<file path="config.mk">
export PLATFORM = sky130hd
export DESIGN_NAME = seq_divider
export DESIGN_NICKNAME = d
export VERILOG_FILES = /design/src/rtl/seq_divider.sv
export SDC_FILE = /design/constraint.sdc
export NUM_CORES = 1
export LEC_CHECK = 0
export BUFFER_PORTS_ARGS = -buffer_cell sky130_fd_sc_hd__buf_2
export CAP_MARGIN = 20
export CORE_MARGIN = 10
export CORE_UTILIZATION = 49
export CTS_CLUSTER_DIAMETER = 120
export CTS_CLUSTER_SIZE = 25
export DETAILED_ROUTE_END_ITERATION = 10
export GPL_ROUTABILITY_DRIVEN = 0
export PLACE_DENSITY = 0.71
export SYNTH_ARGS = -nofsm -noshare
export SYNTH_HDL_FRONTEND = slang
export SYNTH_SLANG_ARGS = --single-unit
</file>
<file path="constraint.sdc">
create_clock -name clk -period 3.15 [get_ports clk]
set_input_delay 0.315 -clock clk [delete_from_list [all_inputs] [get_ports clk]]
set_output_delay 0.315 -clock clk [all_outputs]
set_load 0.02 [all_outputs]
</file>
<file path="src/rtl/seq_divider.sv">
// seq_divider: restoring unsigned divider producing one quotient bit per clock
module seq_divider #(
   parameter int WIDTH = 8
) (
   input  logic             clk,
   input  logic             rst,
   input  logic             start,
   input  logic [WIDTH-1:0] dividend,
   input  logic [WIDTH-1:0] divisor,
   output logic             busy,
   output logic             done,
   output logic [WIDTH-1:0] quotient,
   output logic [WIDTH-1:0] remainder,
   output logic             div_by_zero
);
   localparam int CW = $clog2(WIDTH);
   typedef enum logic [1:0] {IDLE, CALC, DONE} state_t;
   state_t           state_q, state_d;
   logic [WIDTH-1:0] q_shift_q, q_shift_d;
   logic [WIDTH-1:0] acc_q, acc_d;
   logic [WIDTH-1:0] dvs_q, dvs_d;
   logic [WIDTH-1:0] quot_q, quot_d;
   logic [WIDTH-1:0] rem_q, rem_d;
   logic             dbz_q, dbz_d;
   logic [CW-1:0]    cnt_q, cnt_d;
   logic [WIDTH:0]   acc_next;
   logic             ge;
   // next-state: accept in IDLE/DONE, one restoring step per cycle in CALC
   always_comb begin
      state_d   = state_q;
      q_shift_d = q_shift_q;
      acc_d     = acc_q;
      dvs_d     = dvs_q;
      cnt_d     = cnt_q;
      quot_d    = quot_q;
      rem_d     = rem_q;
      dbz_d     = dbz_q;
      acc_next  = {acc_q, q_shift_q[WIDTH-1]};
      ge        = acc_next >= {1'b0, dvs_q};
      case (state_q)
         CALC: begin
            acc_d     = ge ? WIDTH'(acc_next - {1'b0, dvs_q}) : acc_next[WIDTH-1:0];
            q_shift_d = {q_shift_q[WIDTH-2:0], ge};
            cnt_d     = cnt_q + 1'b1;
            if (cnt_q == CW'(WIDTH-1)) begin
               quot_d  = q_shift_d;
               rem_d   = acc_d;
               dbz_d   = 1'b0;
               state_d = DONE;
            end
         end
         default: begin
            if (start && divisor == '0) begin
               quot_d  = '1;
               rem_d   = dividend;
               dbz_d   = 1'b1;
               state_d = DONE;
            end else if (start) begin
               q_shift_d = dividend;
               dvs_d     = divisor;
               acc_d     = '0;
               cnt_d     = '0;
               state_d   = CALC;
            end else begin
               state_d = IDLE;
            end
         end
      endcase
   end
   // state and datapath registers, cleared asynchronously
   always_ff @(posedge clk or posedge rst) begin
      if (rst) begin
         state_q   <= IDLE;
         q_shift_q <= '0;
         acc_q     <= '0;
         dvs_q     <= '0;
         cnt_q     <= '0;
         quot_q    <= '0;
         rem_q     <= '0;
         dbz_q     <= 1'b0;
      end else begin
         state_q   <= state_d;
         q_shift_q <= q_shift_d;
         acc_q     <= acc_d;
         dvs_q     <= dvs_d;
         cnt_q     <= cnt_d;
         quot_q    <= quot_d;
         rem_q     <= rem_d;
         dbz_q     <= dbz_d;
      end
   end
   assign busy        = state_q == CALC;
   assign done        = state_q == DONE;
   assign quotient    = quot_q;
   assign remainder   = rem_q;
   assign div_by_zero = dbz_q;
endmodule

</file>
Yosys cells after proc, flatten, opt, wreduce, memory -nomap -nowiden
Index checks and enable logic that the tools add are counted.
{"block": "word_totals", "register_bits": 46, "latch_bits": 0, "ram_bits": 0, "romBits": 0, "input_bits": 19, "output_inout_bits": 19, "wordCells": 48, "memories": 0}
{"block": "classes", "addsub": 2, "multipliers": 0, "div_mod_pow": 0, "magnitude_cmp": 1, "eq_ne": 5, "shifts": 0, "n_mux": 23, "n_bitwise": 2, "reduce_logical": 7}
{"cell": "$mux 8", "n": 13}
{"cell": "$ge 9x8->1", "n": 1}
{"cell": "$mux 3", "n": 3}
{"cell": "$logic_not 8->1", "n": 1}
{"cell": "$sub 8x8->8", "n": 1}
{"cell": "$mux 2", "n": 3}
{"cell": "$mux 1", "n": 4}
{"cell": "$reduce_and 2->1", "n": 2}
{"cell": "$reduce_bool 2->1", "n": 2}
{"cell": "$add 3x1->3 const B", "n": 1}
{"cell": "$eq 3x3->1 const B", "n": 1}
{"cell": "$reduce_and 3->1", "n": 1}
{"cell": "$eq 2x1->1 const B", "n": 1}
{"cell": "$eq 2x2->1 const B", "n": 1}
{"cell": "$ne 2x1->1 const B", "n": 1}
{"cell": "$ne 2x2->1 const B", "n": 1}
{"cell": "$not 1->1", "n": 2}
{"cell": "$logic_and 1x1->1", "n": 1}

Depth between registers and ports, before layout
Gate-level depths: netlist (run 1).
{"block": "logic_depth", "depth_word": 4, "mapped_depth": 10, "ltp_nobuf": 10}

Least setup slack after synthesis (run 1)
OpenSTA, ideal clock, no wires.
{"block": "synth_path", "path_kind": "register -> register", "from": "register acc_q[2]", "to": "register rem_q[1], in the netlist remainder[1]", "arrival_ps": 1971, "t_required_ps": 3056, "slack_ps": 1085, "path_stages_with_launch": 9, "synth_period_minus_slack_ps": 2065, "cell_sequence": "dfrtp_1 > ha_1 > and3_1 > o21ai_2 > o21ai_2 > nor3_2 > o21ai_4 > mux2_4 > a221oi_2"}
{"block": "synth_via", "elab_chain_cells": 4}
{"item": "start, declared", "line_no": "20", "rtl": "logic [WIDTH-1:0] acc_q, acc_d;"}
{"item": "start signal, assigned", "line_no": "75", "rtl": "acc_q <= '0;"}
{"item": "start signal, assigned", "line_no": "84", "rtl": "acc_q <= acc_d;"}
{"item": "$ge 9x8->1", "line_no": "39", "rtl": "ge = acc_next >= {1'b0, dvs_q};"}
{"item": "$mux 8", "line_no": "42", "rtl": "acc_d = ge ? WIDTH'(acc_next - {1'b0, dvs_q}) : acc_next[WIDTH-1:0];"}
{"item": "$mux 8", "line_no": "45", "rtl": "if (cnt_q == CW'(WIDTH-1)) begin"}
{"item": "$mux 8", "line_no": "40", "rtl": "case (state_q)"}
{"item": "end signal, assigned", "line_no": "88", "rtl": "rem_q <= rem_d;"}
{"item": "end, declared", "line_no": "23", "rtl": "logic [WIDTH-1:0] rem_q, rem_d;"}
No other way between the ends. The select of a mux whose other input is x is not followed.
A chain may end at the register's enable or synchronous reset.

Final worst setup path (run 1)
{"block": "layout_path", "from": "register acc_q[2]", "to": "register rem_q[0], in the netlist remainder[0]"}
Same word-level chain as after synthesis.

==> summary.txt, run 1 <==
Run status
  • Status: complete, no violations

Floorplanning
  • Die Y: 89.3 um
  • Core area: 0.00469 sq mm
  • Starting density of the core: 0.502
  • IO Count: 38
  • Die area: 0.00798 sq mm
  • Row count: 25
  • Chip Width: 89.3 um

Synthesis
  • Leading area contributor after synthesis: dfrtp_1
  • Post-synth top area share: 0.489
  • Syn avg cell area: 9.73 sq um
  • Mapped Area: 0.00235 sq mm
  • Post-synth EDFFs: 0
  • Primary FF master, synth: dfrtp_1
  • Synth Net Count: 272
  • Ys async rst share: 1.00
  • Post-synthesis cell count: 242
  • Synth area leaders: dfrtp_1 (49%), nand2_1 (7.0%), mux2i_1 (5.5%), ha_1 (5.3%), o21ai_0 (4.5%)
  • Commonest cells in the netlist: dfrtp_1 (46), nand2_1 (44), nor2_1 (23), o21ai_0 (21), mux2i_1 (13)
  • Distinct cells, synth: 34
  • Top-count cell post-synth: dfrtp_1
  • Sequential area share after synthesis: 0.489
  • YS warnings: 0
  • Synth Register Bits: 46

Route
  • Routed length per instance: 16.2 um
  • WL final: 5.48 mm
  • Antenna Nets Post-Route: 0
  • Vias: 1,859
  • First-pass DRT Iterations: 4
  • # DRC: 0
  • Vias per inst: 5.50
  • Drt initial violations: 206

CTS
  • CTS sink count: 46
  • Clock buffer depth: 2
  • CTS Hold Bufs: 0
  • Skew-Pair Late Insertion Delay: 300 ps
  • CTS Buf Count: 5
  • Post-CTS Setup Repair Bufs: 0
  • Resized Gates After CTS: 0
  • Root buffer cell: clkbuf_8
  • CTS tree: built
  • H-tree levels: 2
  • Clock slew at reported path FFs: 90 ps

Worst setup path
  • Cell family with most CP delay: compound AO/OA/AOI/OAI gates
  • Largest stage delay, worst path: 410 ps
  • CP max FO: 9
  • Reg-to-reg startpoint: acc_q[2]
  • CP Data Required Time: 3370 ps
  • Critical path class: reg2reg
  • Crit path buf inv count: 0
  • Setup slack, reg-to-reg: 850 ps
  • Reg-to-reg endpoint: remainder[0]
  • Slowest-stage cell, CP: dfrtp_1
  • Reg2Reg Depth: 8
  • Arr. time, crit path: 2520 ps
  • Critical path endpoint category: register
  • CP Cell Sequence: ha_1 -> and3_1 -> nand3_1 -> nand2_1 -> nor3_2 -> o21ai_4 -> mux2_4 -> a221oi_2
  • Startpoint types: register
  • CP startpoint: acc_q[2]

Power and ir drop
  • Power Internal: 1.93 mW
  • Clock power share: 0.132
  • Max VDD drop: 0.000647 V
  • Power Total: 3.41 mW
  • Leak Pwr: 1.33 nW
  • Sequential group share of total power: 0.317
  • Pwr dens: 1250 mW/mm^2
  • Switching pwr: 1.48 mW
  • Net Sw Frac: 0.434
  • Combinational power share: 0.552

Final layout
  • FILL cells: 412
  • Synthesis-to-layout area growth: 16.1%
  • Fin nets: 313
  • Area of the multi-input gates: 0.00112 sq mm
  • ANT cells: 0
  • Share of cells above drive strength 1: 0.236
  • Final instance area: 0.00273 sq mm
  • Reg area: 0.00115 sq mm

Placement
  • Hpwl dp: 4.09 mm
  • Port bufs: 37
  • Post-DP Area: 0.00262 sq mm

Global routing
  • Initial antenna violation count: 0
  • First-pass GRT wire length: 9.50 mm
  • Largest net degree at the start of global routing: 26
  • Tot GR Track Use: 0.153
  • Vias in the first global route: 1,972
  • Total grt overflow: 0

STA
  • Fin crit period: 2300 ps
  • Worst Max-Slew Pin Slew: 808 ps
  • Fin. Hold Viols: 0
  • Clk_skew: 3.61 ps
  • Worst slew margin: 0.458
  • Setup_tns: 0 ps
  • Final Setup Violations: 0
  • Hold slack: 49.5 ps
  • Tcrit/Tclk final: 0.730
  • RSZ-0062 raised after global routing: false
  • F_max: 435 MHz
  • Max Slew Vio Count: 0

Min path
  • Worst Hold Class: in2async

Job
  • Max cap viols: 0
==> metal layers <==
layer / routed length, um / vias to the layer above / global-route usage
li1: - / 913 / -
met1: 2560 / 903 / 0.197
met2: 2580 / 38 / 0.244
met3: 274 / 5 / 0.0401
met4: 71 / 0 / 0.0535
met5: 0 / - / 0
==> power groups by stage <==
stage | clock network (mW) | logic [mW] | registers (mW)
6_report | 0.449 | 1.88 | 1.08
5_1_grt | 0.479 | 2.14 | 1.12
4_1_cts | 0.456 | 1.89 | 1.08
3_5_place_dp | 0 | 1.89 | 1.09
3_3_place_gp | 0 | 1.86 | 1.08
2_1_floorplan | 0 | 1.34 | 1.16
==> layout make-up <==
type / instances / area share
multi-input cells: 175 / 0.411
flip-flops and latches: 46 / 0.421
inverters: 12 / 0.0165
well taps: 54 / 0.0247
clock inverters: 3 / 0.0165
repair buffers: 43 / 0.0843
clock buffers: 5 / 0.0252
==> flip-flops by register name (all words and copies together) (netlist names) <==
signal       count
acc_q            8
cnt_q            3
remainder        8
q_shift_q        8
state_q          2
div_by_zero      1
dvs_q            8
quotient         8
==> metrics by stage <==
step,std cells,setup slack (ps),util
6_report,338,849,0.582
4_1_cts,338,847,0.582
2_1_floorplan,242,1090,-
3_5_place_dp,330,858,0.558
3_3_place_gp,330,918,0.558
5_1_grt,338,715,0.582
==> layout by cell type, fill, tap and decap left out, drive strengths merged <==
cell,instances
inv,11
clkbuf,5
o211a,1
bufinv,1
clkinv,1
o21a,2
nand2b,1
o221ai,1
nor2b,3
fa,1
and3,1
a221oi,6
o22ai,1
xnor2,3
buf,43
nor3,5
and2,1
nor4,2
nand4,1
o21ai,24
nand2,44
a21oi,7
dfrtp,46
ha,10
nor2,23
a2bb2oi,1
mux2i,13
nand3,12
o2bb2ai,1
mux2,10
o21bai,1
clkinvlp,2
==> worst max-delay path by stage <==
stage	to	slack, ps	depth (start not counted)
after floorplan	remainder[1]	1090	8
after global placement	remainder[0]	920	8
after detailed placement	remainder[1]	860	8
after CTS	remainder[1]	850	8
after global routing	remainder[1]	710	8
final	remainder[0]	850	8
==> cell families after synthesis <==
kind of cell / after synthesis / synth area share
AND/OR/NAND/NOR: 93 / 0.169
flip-flops: 46 / 0.489
AO/OA/AOI/OAI: 45 / 0.129
multiplexers: 23 / 0.106
buffers and inverters: 21 / 0.0335
adder cells (fa/ha/maj): 11 / 0.0617
XOR/XNOR: 3 / 0.0112
Power figures use the tool's default switching activity.
==> run 2: changes to the inputs <==
Settings changed: ABC_AREA from default to 1, PLACE_DENSITY 0.71 to 0.7.
Clock period 3.15 ns to 2.3 ns, I/O delays scaled along.
==> summary.txt, run 2 <==
Run status
  • Status: complete, no violations

Synthesis
  • Leading area contributor after synthesis: dfrtp_1
  • Post-synthesis cell count: 335 (+38%)
  • Distinct cells, synth: 34 (unchanged)
  • Commonest cells in the netlist: nand2_1 (79), dfrtp_1 (46), inv_1 (45), nand3_1 (37), nor2_1 (21)
  • Top-count cell post-synth: nand2_1
  • Post-synth top area share: 0.426 (-0.0630)
  • Synth Register Bits: 46 (unchanged)
  • Sequential area share after synthesis: 0.426 (-0.0630)
  • Ys async rst share: 1.00 (unchanged)
  • Synth area leaders: dfrtp_1 (43%), nand2_1 (11%), nand3_1 (6.9%), inv_1 (6.3%), ha_1 (4.6%)
  • Mapped Area: 0.00270 sq mm (+15%)
  • Primary FF master, synth: dfrtp_1
  • Post-synth EDFFs: 0 (unchanged)
  • Synth Net Count: 365 (+34%)
  • YS warnings: 0 (unchanged)
  • Syn avg cell area: 8.06 sq um (-17%)

Placement
  • Port bufs: 37 (unchanged)
  • Placed insts: 437 (+32%)
  • Hpwl dp: 5.00 mm (+22%)

Final layout
  • Synthesis-to-layout area growth: 12.9%
  • Most common cell after layout, fill and taps aside: nand2_1
  • ANT cells: 0 (unchanged)
  • Most frequent cells in the layout: nand2_1 (79), dfrtp_1 (46), inv_1 (44), nand3_1 (37), buf_2 (37)
  • Post-Layout Cell Count: 444 (+31%)
  • Fin nets: 404 (+29%)
  • Share of cells above drive strength 1: 0.206 (-0.0300)

Power and ir drop
  • Leak Pwr: 1.58 nW (+19%)
  • Pwr dens: 1760 mW/mm^2 (+41%)
  • Power Total: 5.36 mW (+57%)
  • Max VDD drop: 0.00109 V (+69%)

Floorplanning
  • Chip Width: 94.3 um (+5.5%)
  • Row count: 26 (+4.0%)
  • Core area: 0.00524 sq mm (+12%)
  • IO Count: 38 (unchanged)
  • Die Y: 94.3 um (+5.5%)
  • Starting density of the core: 0.516 (+0.0142)
  • Die area: 0.00888 sq mm (+11%)

STA
  • Worst Max-Slew Pin Slew: 631 ps (-178 ps)
  • Hold slack: 6.85 ps (-42.6 ps)
  • RSZ-0062 raised after global routing: false
  • Fin crit period: 1990 ps (-313 ps)
  • Setup_tns: 0 ps (unchanged)
  • Max Slew Vio Count: 0 (unchanged)
  • Final Setup Violations: 0 (unchanged)
  • Tcrit/Tclk final: 0.864 (+0.134)
  • Clk_skew: 4.21 ps (+0.597 ps)
  • Worst slew margin: 0.579 (+0.121)
  • F_max: 503 MHz (+16%)
  • Fin. Hold Viols: 0 (unchanged)

Global routing
  • First-pass GRT wire length: 10.8 mm (+13%)
  • Largest net degree at the start of global routing: 31 (+19%)
  • Initial antenna violation count: 0 (unchanged)
  • Vias in the first global route: 2,270 (+15%)
  • Tot GR Track Use: 0.151 (-0.00265)
  • Total grt overflow: 0 (unchanged)

Route
  • Routed length per instance: 14.6 um (-9.9%)
  • Antenna Nets Post-Route: 0 (unchanged)
  • Vias: 2,323 (+25%)
  • # DRC: 0 (unchanged)
  • Vias per inst: 5.23 (-4.9%)
  • Drt initial violations: 220 (+6.8%)
  • WL final: 6.48 mm (+18%)
  • First-pass DRT Iterations: 4 (unchanged)

CTS
  • Clock slew at reported path FFs: 80 ps (about the same)
  • Post-CTS Setup Repair Bufs: 0 (unchanged)
  • Root buffer cell: clkbuf_8
  • Skew-Pair Late Insertion Delay: 290 ps (about the same)
  • Resized Gates After CTS: 0 (unchanged)
  • CTS tree: built
  • CTS sink count: 46 (unchanged)
  • Clock buffer depth: 2 (unchanged)
  • CTS Hold Bufs: 0 (unchanged)
  • H-tree levels: 2 (unchanged)
  • CTS Buf Count: 5 (unchanged)

Worst setup path
  • Largest stage delay, worst path: 400 ps (about the same)
  • CP Data Required Time: 2490 ps (-880 ps)
  • Arr. time, crit path: 2180 ps (-340 ps)
  • Critical path endpoint category: register
  • Worst path most repeated cell: inv_1
  • CP max FO: 13 (+4)
  • Critical path class: reg2reg
  • Startpoint types: register
  • Slowest-stage cell, CP: dfrtp_1
  • Reg2Reg Depth: 9 (+1)
  • CP Cell Sequence: ha_1 -> ha_1 -> inv_1 -> nor2_1 -> inv_1 -> nand2_2 -> or2_2 -> nand2_1 -> inv_1

Min path
  • Worst Hold Class: in2async

Job
  • Max cap viols: 0 (unchanged)
run 2: report_power, final:
group / total, mW / internal [mW] / switching (mW) / leakage (nW)
clock: 0.607 / 0.348 / 0.259 / 0.0573
sequential: 1.44 / 1.22 / 0.219 / 0.548
combinational: 3.32 / 1.18 / 2.14 / 0.971
run 2: kinds of logic after synthesis:
logic type / after synthesis / synth area share
DFF: 46 / 0.426
and+or+nand+nor: 173 / 0.310
AOI/OAI and AO/OA: 43 / 0.103
adders and majority gates: 11 / 0.0537
buffers and inverters: 59 / 0.0973
xor gates and xnor gates: 3 / 0.00973
run 2: layer usage:
metal / part of all wire / GRT usage
met1: 0.49 / 0.212
met2: 0.44 / 0.223
met3: 0.061 / 0.0360
met4: 0.0057 / 0.0418
met5: 0 / 0
run 2: through the flow:
step           utilization  area (sq um)  setup WS (ps)
6_report             0.582          3050            313
5_1_grt              0.582          3050            161
4_1_cts              0.582          3050            324
3_5_place_dp         0.561          2940            350
3_3_place_gp         0.561          2940            405
2_1_floorplan            -          2700            657
run 2: worst paths after layout:
path / start / end / slack [ps]
min in group clk: divisor[0] / dvs_q[0] / 140
max reg2reg: cnt_q[0] / remainder[7] / 310
min: rst / dvs_q[2] / 7
min reg2reg: cnt_q[0] / cnt_q[0] / 480
max in group asynchronous: rst / acc_q[0] / 1700
max: cnt_q[0] / remainder[7] / 310
run 2: layout make-up:
class,count,area [sq um]
well taps,70,87.6
flip-flops and latches,46,1150
clock inverters,1,30.0
clock buffers,6,82.6
multi-input cells,230,1290
repair buffers,43,230
fillers,485,2190
inverters,48,180
run 2: worst max-delay path: cells and delay by family, from the launching register on:
family | cells | cell delay [ps]
buf+inv | 3 | 430
simple gates | 4 | 670
flops | 1 | 400
fa+ha+maj | 2 | 380
==> run 3: changes to the inputs <==
Settings changed: SETUP_SLACK_MARGIN from default to 0.5.
==> summary.txt, run 3 (synthesized netlist as in run 2, its figures left out) <==
Final layout
  • Share of cells above drive strength 1: 0.368 (+0.162)
  • ANT cells: 0 (unchanged)
  • Post-Layout Cell Count: 464 (+4.5%)
  • Fin nets: 424 (+5.0%)
  • Most frequent cells in the layout: nand2_1 (69), dfrtp_1 (41), buf_2 (37), inv_1 (34), nand3_1 (28)
  • Synthesis-to-layout area growth: 28.5%
  • Most common cell after layout, fill and taps aside: nand2_1
  • FILL cells: 408 (-16%)

STA
  • RSZ-0062 raised after global routing: true
  • Final Setup Violations: 0 (unchanged)
  • Clk_skew: 3.16 ps (-1.05 ps)
  • Setup_tns: 0 ps (unchanged)
  • Fin crit period: 1820 ps (-162 ps)
  • Worst slew margin: 0.588 (+0.00857)
  • Max Slew Vio Count: 0 (unchanged)
  • Fin. Hold Viols: 6 (+6)
  • F_max: 548 MHz (+8.9%)
  • Worst Max-Slew Pin Slew: 618 ps (-12.8 ps)
  • Tcrit/Tclk final: 0.793 (-0.0705)
  • Hold slack: -1.67 ps (-8.52 ps)

Global routing
  • First-pass GRT wire length: 11.1 mm (+3.4%)
  • Total grt overflow: 0 (unchanged)
  • Initial antenna violation count: 0 (unchanged)
  • Tot GR Track Use: 0.157 (+0.00626)
  • Vias in the first global route: 2,319 (+2.2%)
  • Largest net degree at the start of global routing: 31 (unchanged)

Job
  • Max cap viols: 0 (unchanged)

CTS
  • Root buffer cell: clkbuf_8
  • Clock slew at reported path FFs: 80 ps (about the same)
  • CTS sink count: 46 (unchanged)
  • CTS tree: built
  • CTS Buf Count: 5 (unchanged)
  • Skew-Pair Late Insertion Delay: 300 ps (about the same)
  • H-tree levels: 2 (unchanged)
  • Clock buffer depth: 2 (unchanged)
  • CTS Hold Bufs: 0 (unchanged)

Route
  • WL final: 7.47 mm (+15%)
  • Vias: 2,566 (+10%)
  • Vias per inst: 5.53 (+5.7%)
  • Antenna Nets Post-Route: 0 (unchanged)
  • Routed length per instance: 16.1 um (+10%)
  • First-pass DRT Iterations: 5 (+1)
  • Drt initial violations: 315 (+43%)
  • # DRC: 0 (unchanged)

Worst setup path
  • Critical path class: reg2reg
  • Arr. time, crit path: 2020 ps (-160 ps)
  • CP max FO: 7 (-6)
  • Critical path endpoint category: register
  • Startpoint types: register
  • CP Data Required Time: 2500 ps (about the same)
  • Setup slack, reg-to-reg: 480 ps (+160 ps)

Run status
  • Status: finished with violations
  • Failing checks: negative hold slack

Floorplanning
  • Die area: 0.00888 sq mm (unchanged)
  • Starting density of the core: 0.516 (unchanged)
  • IO Count: 38 (unchanged)
  • Row count: 26 (unchanged)
  • Core area: 0.00524 sq mm (unchanged)
  • Chip Width: 94.3 um (unchanged)
  • Die Y: 94.3 um (unchanged)

Min path
  • Worst Hold Class: in2async

Placement
  • Placed insts: 437 (unchanged)
  • Port bufs: 37 (unchanged)
  • Hpwl dp: 5.00 mm (unchanged)
==> run 3: what timing repair did <==
action	4_1_cts	5_1_grt
gates cloned	1	0
buffers inserted	1	18
endpoints found under the hold margin	0	0
pin swaps	0	26
resized for setup	20	49
endpoints found under the setup margin	12	19
==> run 3: worst max-delay path: stages, from the launching register on <==
cell	delay (ps)
dfrtp_1	370
ha_1	160
ha_1	150
inv_2	70
nor2_1	180
inv_2	110
buf_4	160
a21boi_0	260
nand3_1	160
nand2_1	80
inv_1	30
==> run 3: layer usage <==
metal	global-route usage	share of wire	vias to the layer above
met3	0.0360	0.069	13
met1	0.212	0.44	1224
met4	0.0443	0.013	0
met2	0.243	0.47	117
met5	0	0	-
li1	-	-	1212
==> run 3: final cells by class <==
cell class                 count  area [sq um]  area share
clock inverter                 1          30.0     0.00865
multi-input combinational    231          1540       0.443
inverter                      48           180      0.0519
sequential                    46          1160       0.333
timing repair buffer          62           397       0.114
clock buffer                   6          82.6      0.0238
tap                           70          87.6      0.0252
==> run 3: metrics by stage <==
step                area [sq um]  setup slack [ps]  utilization
CTS                         3160               497        0.602
global route                3470               403        0.663
global placement            2940               405        0.561
floorplan                   2700               657            -
detailed placement          2940               350        0.561
finish                      3470               475        0.663
==> run 3: final timing paths <==
check	from	end	cells past startpoint
min in group clk	divisor[0]	dvs_q[0]	3
worst min register to register	cnt_q[0]	cnt_q[0]	1
max in group asynchronous	rst	acc_q[1]	3
worst min-delay path	rst	dvs_q[2]	2
worst max register to register	cnt_q[0]	remainder[2]	10
worst max-delay path	cnt_q[0]	remainder[2]	10
Power of run 3 is not shown: default switching activity piles up to over one toggle a cycle in this logic, so the estimate is an artifact.
